### src/rtl/sirv_deglitch_pkg.sv
`default_nettype none
// ============================================================================
// Module      : sirv_deglitch_pkg
// Description : Shared defaults and legal parameter ranges for the
//               multi-channel deglitch filter.
// Revision    : 1.0 - initial release
// ============================================================================
package sirv_deglitch_pkg;

    localparam int   DEF_WIDTH       = 4;
    localparam int   DEF_SYNC_STAGES = 3;
    localparam int   SYNC_STAGES_MIN = 2;
    localparam int   SYNC_STAGES_MAX = 4;
    localparam int   DEF_CNT_W       = 8;
    localparam logic DEF_RESET_VAL   = 1'b0;

    // True when a synchroniser depth is within the supported range.
    function automatic bit sync_stages_legal(input int n);
        return (n >= SYNC_STAGES_MIN) && (n <= SYNC_STAGES_MAX);
    endfunction

endpackage : sirv_deglitch_pkg
`default_nettype wire

### src/rtl/sirv_multi_deglitch_if.sv
`default_nettype none
// ============================================================================
// Module      : sirv_multi_deglitch_if
// Description : Bundle of the filter's data/control/status signals.
//               master : the block driving raw inputs and control
//               slave  : the deglitch filter itself
// Signals     : io_d, io_en, io_thresh, io_rise_en, io_fall_en, io_pend_clr
//               (master -> slave); io_q, io_rise, io_fall, io_pend, io_irq
//               (slave -> master)
// Revision    : 1.0 - initial release
// ============================================================================
interface sirv_multi_deglitch_if
    import sirv_deglitch_pkg::*;
#(
    parameter int WIDTH = DEF_WIDTH,
    parameter int CNT_W = DEF_CNT_W
) ();

    logic [WIDTH-1:0] io_d;
    logic             io_en;
    logic [CNT_W-1:0] io_thresh;
    logic [WIDTH-1:0] io_rise_en;
    logic [WIDTH-1:0] io_fall_en;
    logic [WIDTH-1:0] io_pend_clr;
    logic [WIDTH-1:0] io_q;
    logic [WIDTH-1:0] io_rise;
    logic [WIDTH-1:0] io_fall;
    logic [WIDTH-1:0] io_pend;
    logic             io_irq;

    modport master (
        output io_d, io_en, io_thresh, io_rise_en, io_fall_en, io_pend_clr,
        input  io_q, io_rise, io_fall, io_pend, io_irq
    );

    modport slave (
        input  io_d, io_en, io_thresh, io_rise_en, io_fall_en, io_pend_clr,
        output io_q, io_rise, io_fall, io_pend, io_irq
    );

endinterface : sirv_multi_deglitch_if
`default_nettype wire

### src/rtl/sirv_deglitch_chan.sv
`default_nettype none
// ============================================================================
// Module      : sirv_deglitch_chan
// Description : One deglitch channel: synchroniser chain, stability counter,
//               filtered level, registered edge pulses and sticky pending bit.
// Ports       : clock, reset     - clock, async active-high reset
//               d                - raw asynchronous input
//               en               - filter enable (freezes level when 0)
//               thresh           - stable cycles required (0 acts as 1)
//               rise_en, fall_en - edge event enables
//               pend_clr         - write-one-to-clear for pend
//               q                - filtered level
//               rise, fall       - one-cycle edge pulses
//               pend             - sticky event flag
// Revision    : 1.0 - initial release
// ============================================================================
module sirv_deglitch_chan
    import sirv_deglitch_pkg::*;
#(
    parameter int   SYNC_STAGES = DEF_SYNC_STAGES,
    parameter int   CNT_W       = DEF_CNT_W,
    parameter logic RESET_VAL   = DEF_RESET_VAL
) (
    input  wire logic             clock,
    input  wire logic             reset,
    input  wire logic             d,
    input  wire logic             en,
    input  wire logic [CNT_W-1:0] thresh,
    input  wire logic             rise_en,
    input  wire logic             fall_en,
    input  wire logic             pend_clr,
    output logic                  q,
    output logic                  rise,
    output logic                  fall,
    output logic                  pend
);

    logic [SYNC_STAGES-1:0] r_sync;
    logic [CNT_W-1:0]       r_cnt;
    logic                   r_q;
    logic                   r_q_prev;
    logic                   r_rise;
    logic                   r_fall;
    logic                   r_pend;

    logic                   w_sync;
    logic [CNT_W-1:0]       w_thr_eff;
    logic [CNT_W:0]         w_cnt_inc;
    logic                   w_hit;

    assign w_sync    = r_sync[SYNC_STAGES-1];
    // A threshold of zero is treated as one so the level always needs at
    // least one confirming cycle after synchronisation.
    assign w_thr_eff = (thresh == '0) ? CNT_W'(1) : thresh;
    // One extra bit keeps the increment from wrapping; >= (not ==) lets a
    // threshold lowered below the running count take effect immediately.
    assign w_cnt_inc = (CNT_W+1)'(r_cnt) + (CNT_W+1)'(1);
    assign w_hit     = (w_cnt_inc >= {1'b0, w_thr_eff});

    always_ff @(posedge clock or posedge reset) begin
        if (reset) begin
            r_sync   <= {SYNC_STAGES{RESET_VAL}};
            r_cnt    <= '0;
            r_q      <= RESET_VAL;
            r_q_prev <= RESET_VAL;
            r_rise   <= 1'b0;
            r_fall   <= 1'b0;
            r_pend   <= 1'b0;
        end else begin
            // Synchroniser runs regardless of the enable.
            r_sync   <= {r_sync[SYNC_STAGES-2:0], d};
            r_q_prev <= r_q;

            if (w_sync == r_q) begin
                r_cnt <= '0;
            end else if (en) begin
                if (w_hit) begin
                    r_q   <= w_sync;
                    r_cnt <= '0;
                end else begin
                    r_cnt <= w_cnt_inc[CNT_W-1:0];
                end
            end else begin
                r_cnt <= '0;
            end

            // Pulses follow the cycle in which the filtered level moved.
            r_rise <= en & rise_en &  r_q & ~r_q_prev;
            r_fall <= en & fall_en & ~r_q &  r_q_prev;

            // Set wins over a coincident clear.
            r_pend <= r_rise | r_fall | (r_pend & ~pend_clr);
        end
    end

    assign q    = r_q;
    assign rise = r_rise;
    assign fall = r_fall;
    assign pend = r_pend;

endmodule : sirv_deglitch_chan
`default_nettype wire

### src/rtl/sirv_multi_deglitch.sv
`default_nettype none
// ============================================================================
// Module      : sirv_multi_deglitch
// Description : WIDTH independent deglitch channels sharing threshold and
//               enable, with a combined interrupt from the pending bits.
// Ports       : clock  - rising-edge clock
//               reset  - asynchronous active-high reset
//               bus    - slave side of sirv_multi_deglitch_if (io_d, io_en,
//                        io_thresh, io_rise_en, io_fall_en, io_pend_clr in;
//                        io_q, io_rise, io_fall, io_pend, io_irq out)
// Revision    : 1.0 - initial release
// ============================================================================
module sirv_multi_deglitch
    import sirv_deglitch_pkg::*;
#(
    parameter int   WIDTH       = DEF_WIDTH,
    parameter int   SYNC_STAGES = DEF_SYNC_STAGES,
    parameter int   CNT_W       = DEF_CNT_W,
    parameter logic RESET_VAL   = DEF_RESET_VAL
) (
    input  wire logic              clock,
    input  wire logic              reset,
    sirv_multi_deglitch_if.slave   bus
);

    generate
        if (!sync_stages_legal(SYNC_STAGES)) begin : g_bad_sync_stages
            $error("SYNC_STAGES out of supported range");
        end
    endgenerate

    logic [WIDTH-1:0] w_q;
    logic [WIDTH-1:0] w_rise;
    logic [WIDTH-1:0] w_fall;
    logic [WIDTH-1:0] w_pend;

    generate
        for (genvar i = 0; i < WIDTH; i++) begin : g_chan
            sirv_deglitch_chan #(
                .SYNC_STAGES (SYNC_STAGES),
                .CNT_W       (CNT_W),
                .RESET_VAL   (RESET_VAL)
            ) u_chan (
                .clock    (clock),
                .reset    (reset),
                .d        (bus.io_d[i]),
                .en       (bus.io_en),
                .thresh   (bus.io_thresh),
                .rise_en  (bus.io_rise_en[i]),
                .fall_en  (bus.io_fall_en[i]),
                .pend_clr (bus.io_pend_clr[i]),
                .q        (w_q[i]),
                .rise     (w_rise[i]),
                .fall     (w_fall[i]),
                .pend     (w_pend[i])
            );
        end
    endgenerate

    assign bus.io_q    = w_q;
    assign bus.io_rise = w_rise;
    assign bus.io_fall = w_fall;
    assign bus.io_pend = w_pend;
    assign bus.io_irq  = |w_pend;

endmodule : sirv_multi_deglitch
`default_nettype wire

### src/flat_wrapper.sv
// flat-port wrapper written by rule: the top's interface ports become plain ports
module sirv_multi_deglitch_flat import sirv_deglitch_pkg::*;
#(
    parameter int   WIDTH       = DEF_WIDTH,
    parameter int   SYNC_STAGES = DEF_SYNC_STAGES,
    parameter int   CNT_W       = DEF_CNT_W,
    parameter logic RESET_VAL   = DEF_RESET_VAL
)
  (clock, reset, bus_io_d, bus_io_en, bus_io_thresh, bus_io_rise_en, bus_io_fall_en, bus_io_pend_clr, bus_io_q, bus_io_rise, bus_io_fall, bus_io_pend, bus_io_irq);
  sirv_multi_deglitch_if #(.WIDTH(WIDTH), .CNT_W(CNT_W)) bus_i ();
  input  wire logic clock;
  input  wire logic reset;
  input wire logic [$bits(bus_i.io_d)-1:0] bus_io_d;
  input wire logic [$bits(bus_i.io_en)-1:0] bus_io_en;
  input wire logic [$bits(bus_i.io_thresh)-1:0] bus_io_thresh;
  input wire logic [$bits(bus_i.io_rise_en)-1:0] bus_io_rise_en;
  input wire logic [$bits(bus_i.io_fall_en)-1:0] bus_io_fall_en;
  input wire logic [$bits(bus_i.io_pend_clr)-1:0] bus_io_pend_clr;
  output wire logic [$bits(bus_i.io_q)-1:0] bus_io_q;
  output wire logic [$bits(bus_i.io_rise)-1:0] bus_io_rise;
  output wire logic [$bits(bus_i.io_fall)-1:0] bus_io_fall;
  output wire logic [$bits(bus_i.io_pend)-1:0] bus_io_pend;
  output wire logic [$bits(bus_i.io_irq)-1:0] bus_io_irq;
  assign bus_i.io_d = bus_io_d;
  assign bus_i.io_en = bus_io_en;
  assign bus_i.io_thresh = bus_io_thresh;
  assign bus_i.io_rise_en = bus_io_rise_en;
  assign bus_i.io_fall_en = bus_io_fall_en;
  assign bus_i.io_pend_clr = bus_io_pend_clr;
  assign bus_io_q = bus_i.io_q;
  assign bus_io_rise = bus_i.io_rise;
  assign bus_io_fall = bus_i.io_fall;
  assign bus_io_pend = bus_i.io_pend;
  assign bus_io_irq = bus_i.io_irq;
  sirv_multi_deglitch #(.WIDTH(WIDTH), .SYNC_STAGES(SYNC_STAGES), .CNT_W(CNT_W), .RESET_VAL(RESET_VAL)) u_core (.clock(clock), .reset(reset), .bus(bus_i));
endmodule
### config.mk
export PLATFORM = sky130hd
export DESIGN_NAME = sirv_multi_deglitch_flat
export DESIGN_NICKNAME = d
export VERILOG_FILES = /design/src/rtl/sirv_deglitch_pkg.sv /design/src/rtl/sirv_multi_deglitch_if.sv /design/src/rtl/sirv_deglitch_chan.sv /design/src/rtl/sirv_multi_deglitch.sv /design/src/flat_wrapper.sv
export SDC_FILE = /design/constraint.sdc
export NUM_CORES = 1
export LEC_CHECK = 0
export ABC_AREA = 1
export ABC_CLOCK_PERIOD_IN_PS = 3620
export CORE_ASPECT_RATIO = 1.2
export CORE_MARGIN = 3
export CORE_UTILIZATION = 58
export CTS_BUF_LIST = sky130_fd_sc_hd__clkbuf_8 sky130_fd_sc_hd__clkbuf_16
export CTS_CLUSTER_DIAMETER = 30
export DETAILED_ROUTE_END_ITERATION = 7
export GPL_TIMING_DRIVEN = 0
export PLACE_DENSITY = 0.83
export SYNTH_ARGS = -nofsm -noshare
export SYNTH_HDL_FRONTEND = slang
export SYNTH_SLANG_ARGS = --single-unit
### constraint.sdc
create_clock -name clock -period 3.62 [get_ports clock]
set_clock_uncertainty 0.1 [all_clocks]
set_input_delay 0.543 -clock clock [delete_from_list [all_inputs] [get_ports clock]]
set_output_delay 0.543 -clock clock [all_outputs]
set_load 0.03 [all_outputs]
==> flow_metrics.py <==
metrics = {
    "final_layout": {
        "drive_gt1_share_pct": 12.0,
        "diodes": 0,
        "fillers": 426,
        "fin_nets": 504,
        "seqCellArea_sq_um": 1600,
        "area_growth_pct": 22.2,
        "multiInputGateArea_sq_um": 1540,
    },
    "yosys": {
        "yosysUniqueCellTypes": 30,
        "syn_inst": 392,
        "yosysSeqAreaShare_pct": 45.4,
        "synth_area_per_cell_sq_um": 8.99,
        "netlist_top_cells_area": "dfrtp_1 (45%), ha_1 (11%), nand2_1 (6.8%), inv_1 (6.6%), nor2_1 (5.3%)",
        "synth_warnings": 0,
        "synth_top_area_share_pct": 45.4,
        "synth_area_sq_um": 3520,
        "syn_nets": 451,
        "synth-seq-cells": 64,
        "yosys.area.top_type": "dfrtp_1",
    },
    "floorplan": {
        "die-area_sq_um": 7050,
        "core_sq_um": 5780,
        "start_util_pct": 61.0,
        "ios": 44,
        "die_w_um": 77.2,
        "rows": 30,
        "die_height_um": 91.4,
    },
    "worst_setup_path": {
        "start_kind": "register",
        "critical_path_peak_fanout": 8,
        "cp.required_ns": 3.79,
        "crit_type": "register to register",
        "endpoint_kind": "register",
        "crit_arrival_ns": 2.75,
    },
    "global_route": {
        "grt_use_total_pct": 23.1,
        "grt_first_pass_wirelength_um": 12600,
        "grt_max_degree": 38,
        "antenna_found_initial": 0,
        "overflow": 0,
        "grt_pass1_vias": 2843,
    },
    "pwr": {
        "pwr-share-seq_pct": 42.6,
        "p_total_uw": 1830,
        "clockPowerShare_pct": 42.0,
        "peakVddDrop_uv": 356,
        "power_density_nw_per_um2": 425,
        "combPwrFrac_pct": 15.4,
        "swShare_pct": 25.9,
        "switchingPower_uw": 475,
        "leakage_uw": 0.00231,
        "p_int_uw": 1360,
    },
    "clock_network": {
        "cts_buffers": 9,
        "root_buffer": "clkbuf_8",
        "clk_latency_ns": 0.34,
        "post_cts_buffers": 0,
        "clkTransAtPathRegs_ns": 0.07,
        "cts_sinks": 64,
        "cts_resized": 0,
        "cts_buffer_depth": 2,
        "cts_tree": "yes",
        "htreeDepth": 3,
        "holdBufCountCts": 0,
    },
    "timing": {
        "finalHoldViolCount": 0,
        "setup_tns_ns": 0,
        "slew_headroom_pct": 61.8,
        "post-route-period-util_pct": 71.4,
        "worstMarginPinSlew_ns": 0.572,
        "hold_ws_ns": 0.250,
        "rsz0062_at_grt": "no",
        "setup_viol": 0,
        "fmax_mhz": 387,
        "min_period_ns": 2.59,
        "drv_slew": 0,
    },
    "detailed_routing": {
        "wl_per_cell_um": 13.5,
        "detail-route-antenna-nets": 0,
        "post_drt_via_cell_ratio": 5.06,
        "wl_met3_um": 210,
        "drc_errors": 0,
        "first_pass_iters": 4,
        "drt-total-wl_um": 7170,
        "drt_iter0_markers": 150,
        "dr_wl_met2_um": 3880,
        "routedLengthMet1_um": 2840,
        "via_count": 2681,
        "top_layer": "met4",
    },
    "hold_path": {
        "holdCritPathClass": "register to register",
    },
    "status": {
        "status": "finished clean",
    },
    "flow_run": {
        "max_cap_violations": 0,
    },
    "placement": {
        "routabilityCongestion": 0.781,
        "port_buffers": 41,
        "hpwl_um": 5360,
    },
}
## worst max-delay path, stage by stage (launching register included)
cell and delay, ns:
dfrtp_1 0.39, ha_1 0.18, nand2_1 0.07, nor2_1 0.16, nand3_1 0.13, xor2_1 0.23, inv_1 0.08, ha_1 0.27
nand2_1 0.07, inv_1 0.06, a221oi_1 0.26, nand2_1 0.12, inv_2 0.10, nand4_4 0.15, nor2_1 0.14
## power groups by stage
stage / registers (uW) / clock network (uW) / logic, uW
after global placement: 791 / 0 / 274
final: 781 / 769 / 283
after global routing: 785 / 808 / 314
after CTS: 780 / 778 / 287
after floorplan: 785 / 0 / 184
after detailed placement: 794 / 0 / 284
## sequential cells by signal, indices dropped and copies added, names as in the netlist
register,cells
u_core.g_chan.u_chan.fall,4
u_core.g_chan.u_chan.pend,4
u_core.g_chan.u_chan.q,4
u_core.g_chan.u_chan.r_cnt,32
u_core.g_chan.u_chan.r_q_prev,4
u_core.g_chan.u_chan.r_sync,12
u_core.g_chan.u_chan.rise,4
## synthesized netlist by cell type
cell type	count
and3_2	1
buf_4	18
ha_1	32
o21bai_1	1
or2_1	2
a41o_1	1
nand2_1	64
nand4_1	5
a21oi_1	10
o21ai_1	1
o21ai_0	6
and3_1	1
o21a_1	1
nand4_4	4
inv_2	3
inv_1	62
xor2_1	20
nand3_2	2
nand2_2	4
nand3_1	22
nor2_1	50
a221oi_1	1
nor4_1	1
dfrtp_1	64
nand3b_1	4
nor2_2	1
buf_2	1
xnor2_1	3
nor3_1	5
a31oi_2	2
## cell usage in the layout, fill, tap and decap left out, drive strengths merged, types with 2 or more instances in the layout
master,Yosys,routed
dfrtp,64,64
ha,32,32
and3,2,2
o21ai,7,7
a21oi,10,10
bufinv,0,3
nand2,68,68
nor3,5,5
inv,65,66
nand3b,4,4
buf,19,20
or2,2,2
xor2,20,20
a31oi,2,2
nand4,9,9
xnor2,3,3
clkbuf,0,10
clkdlybuf4s50,0,41
nor2,51,51
nand3,24,24
## metrics by stage
stage / util, % / setup slack [ns] / instance area, sq um / std cells
after global routing: 74.5 / 0.711 / 4310 / 530
after CTS: 74.5 / 1.03 / 4310 / 530
after detailed placement: 70.2 / 0.765 / 4060 / 514
final: 74.5 / 1.03 / 4310 / 530
after floorplan: - / 1.35 / 3520 / 392
after global placement: 69.8 / 0.411 / 4040 / 513
## path summary, 6_finish.rpt
check / endpoint / cells after the start / from / slack (ns)
min in group asynchronous: u_core.g_chan[2].u_chan.rise / 2 / reset / 0.47
min: u_core.g_chan[3].u_chan.r_sync[1] / 0 / u_core.g_chan[3].u_chan.r_sync[0] / 0.25
min reg2reg: u_core.g_chan[3].u_chan.r_sync[1] / 0 / u_core.g_chan[3].u_chan.r_sync[0] / 0.25
max: u_core.g_chan[2].u_chan.r_cnt[7] / 14 / u_core.g_chan[2].u_chan.r_cnt[0] / 1.03
max in group asynchronous: u_core.g_chan[1].u_chan.r_cnt[0] / 3 / reset / 2.35
max reg2reg: u_core.g_chan[2].u_chan.r_cnt[7] / 14 / u_core.g_chan[2].u_chan.r_cnt[0] / 1.03
## layer usage
metal	vias up	track usage (%)
met2	54	41.6
met1	1270	25.5
li1	1336	-
met3	21	3.87
met5	-	0
met4	0	12.8
## area by class of cell
type | count | area share [%]
Sequential cell | 64 | 37.2
Buffer | 19 | 3.25
Multi-Input combinational cell | 244 | 35.7
Clock inverter | 6 | 2.67
Clock buffer | 10 | 3.19
Inverter | 65 | 5.66
Timing Repair Buffer | 42 | 9.99
Tap cell | 80 | 2.32
## cells by family after synthesis
| logic type | Yosys count | synth area share, % |
|---|---|---|
| buf+inv | 84 | 10.9 |
| flops | 64 | 45.4 |
| simple gates | 166 | 22.5 |
| fa+ha+maj | 32 | 11.4 |
| xor+xnor | 23 | 5.72 |
| compound gates | 23 | 4.08 |
Power figures use the tool's default switching activity.
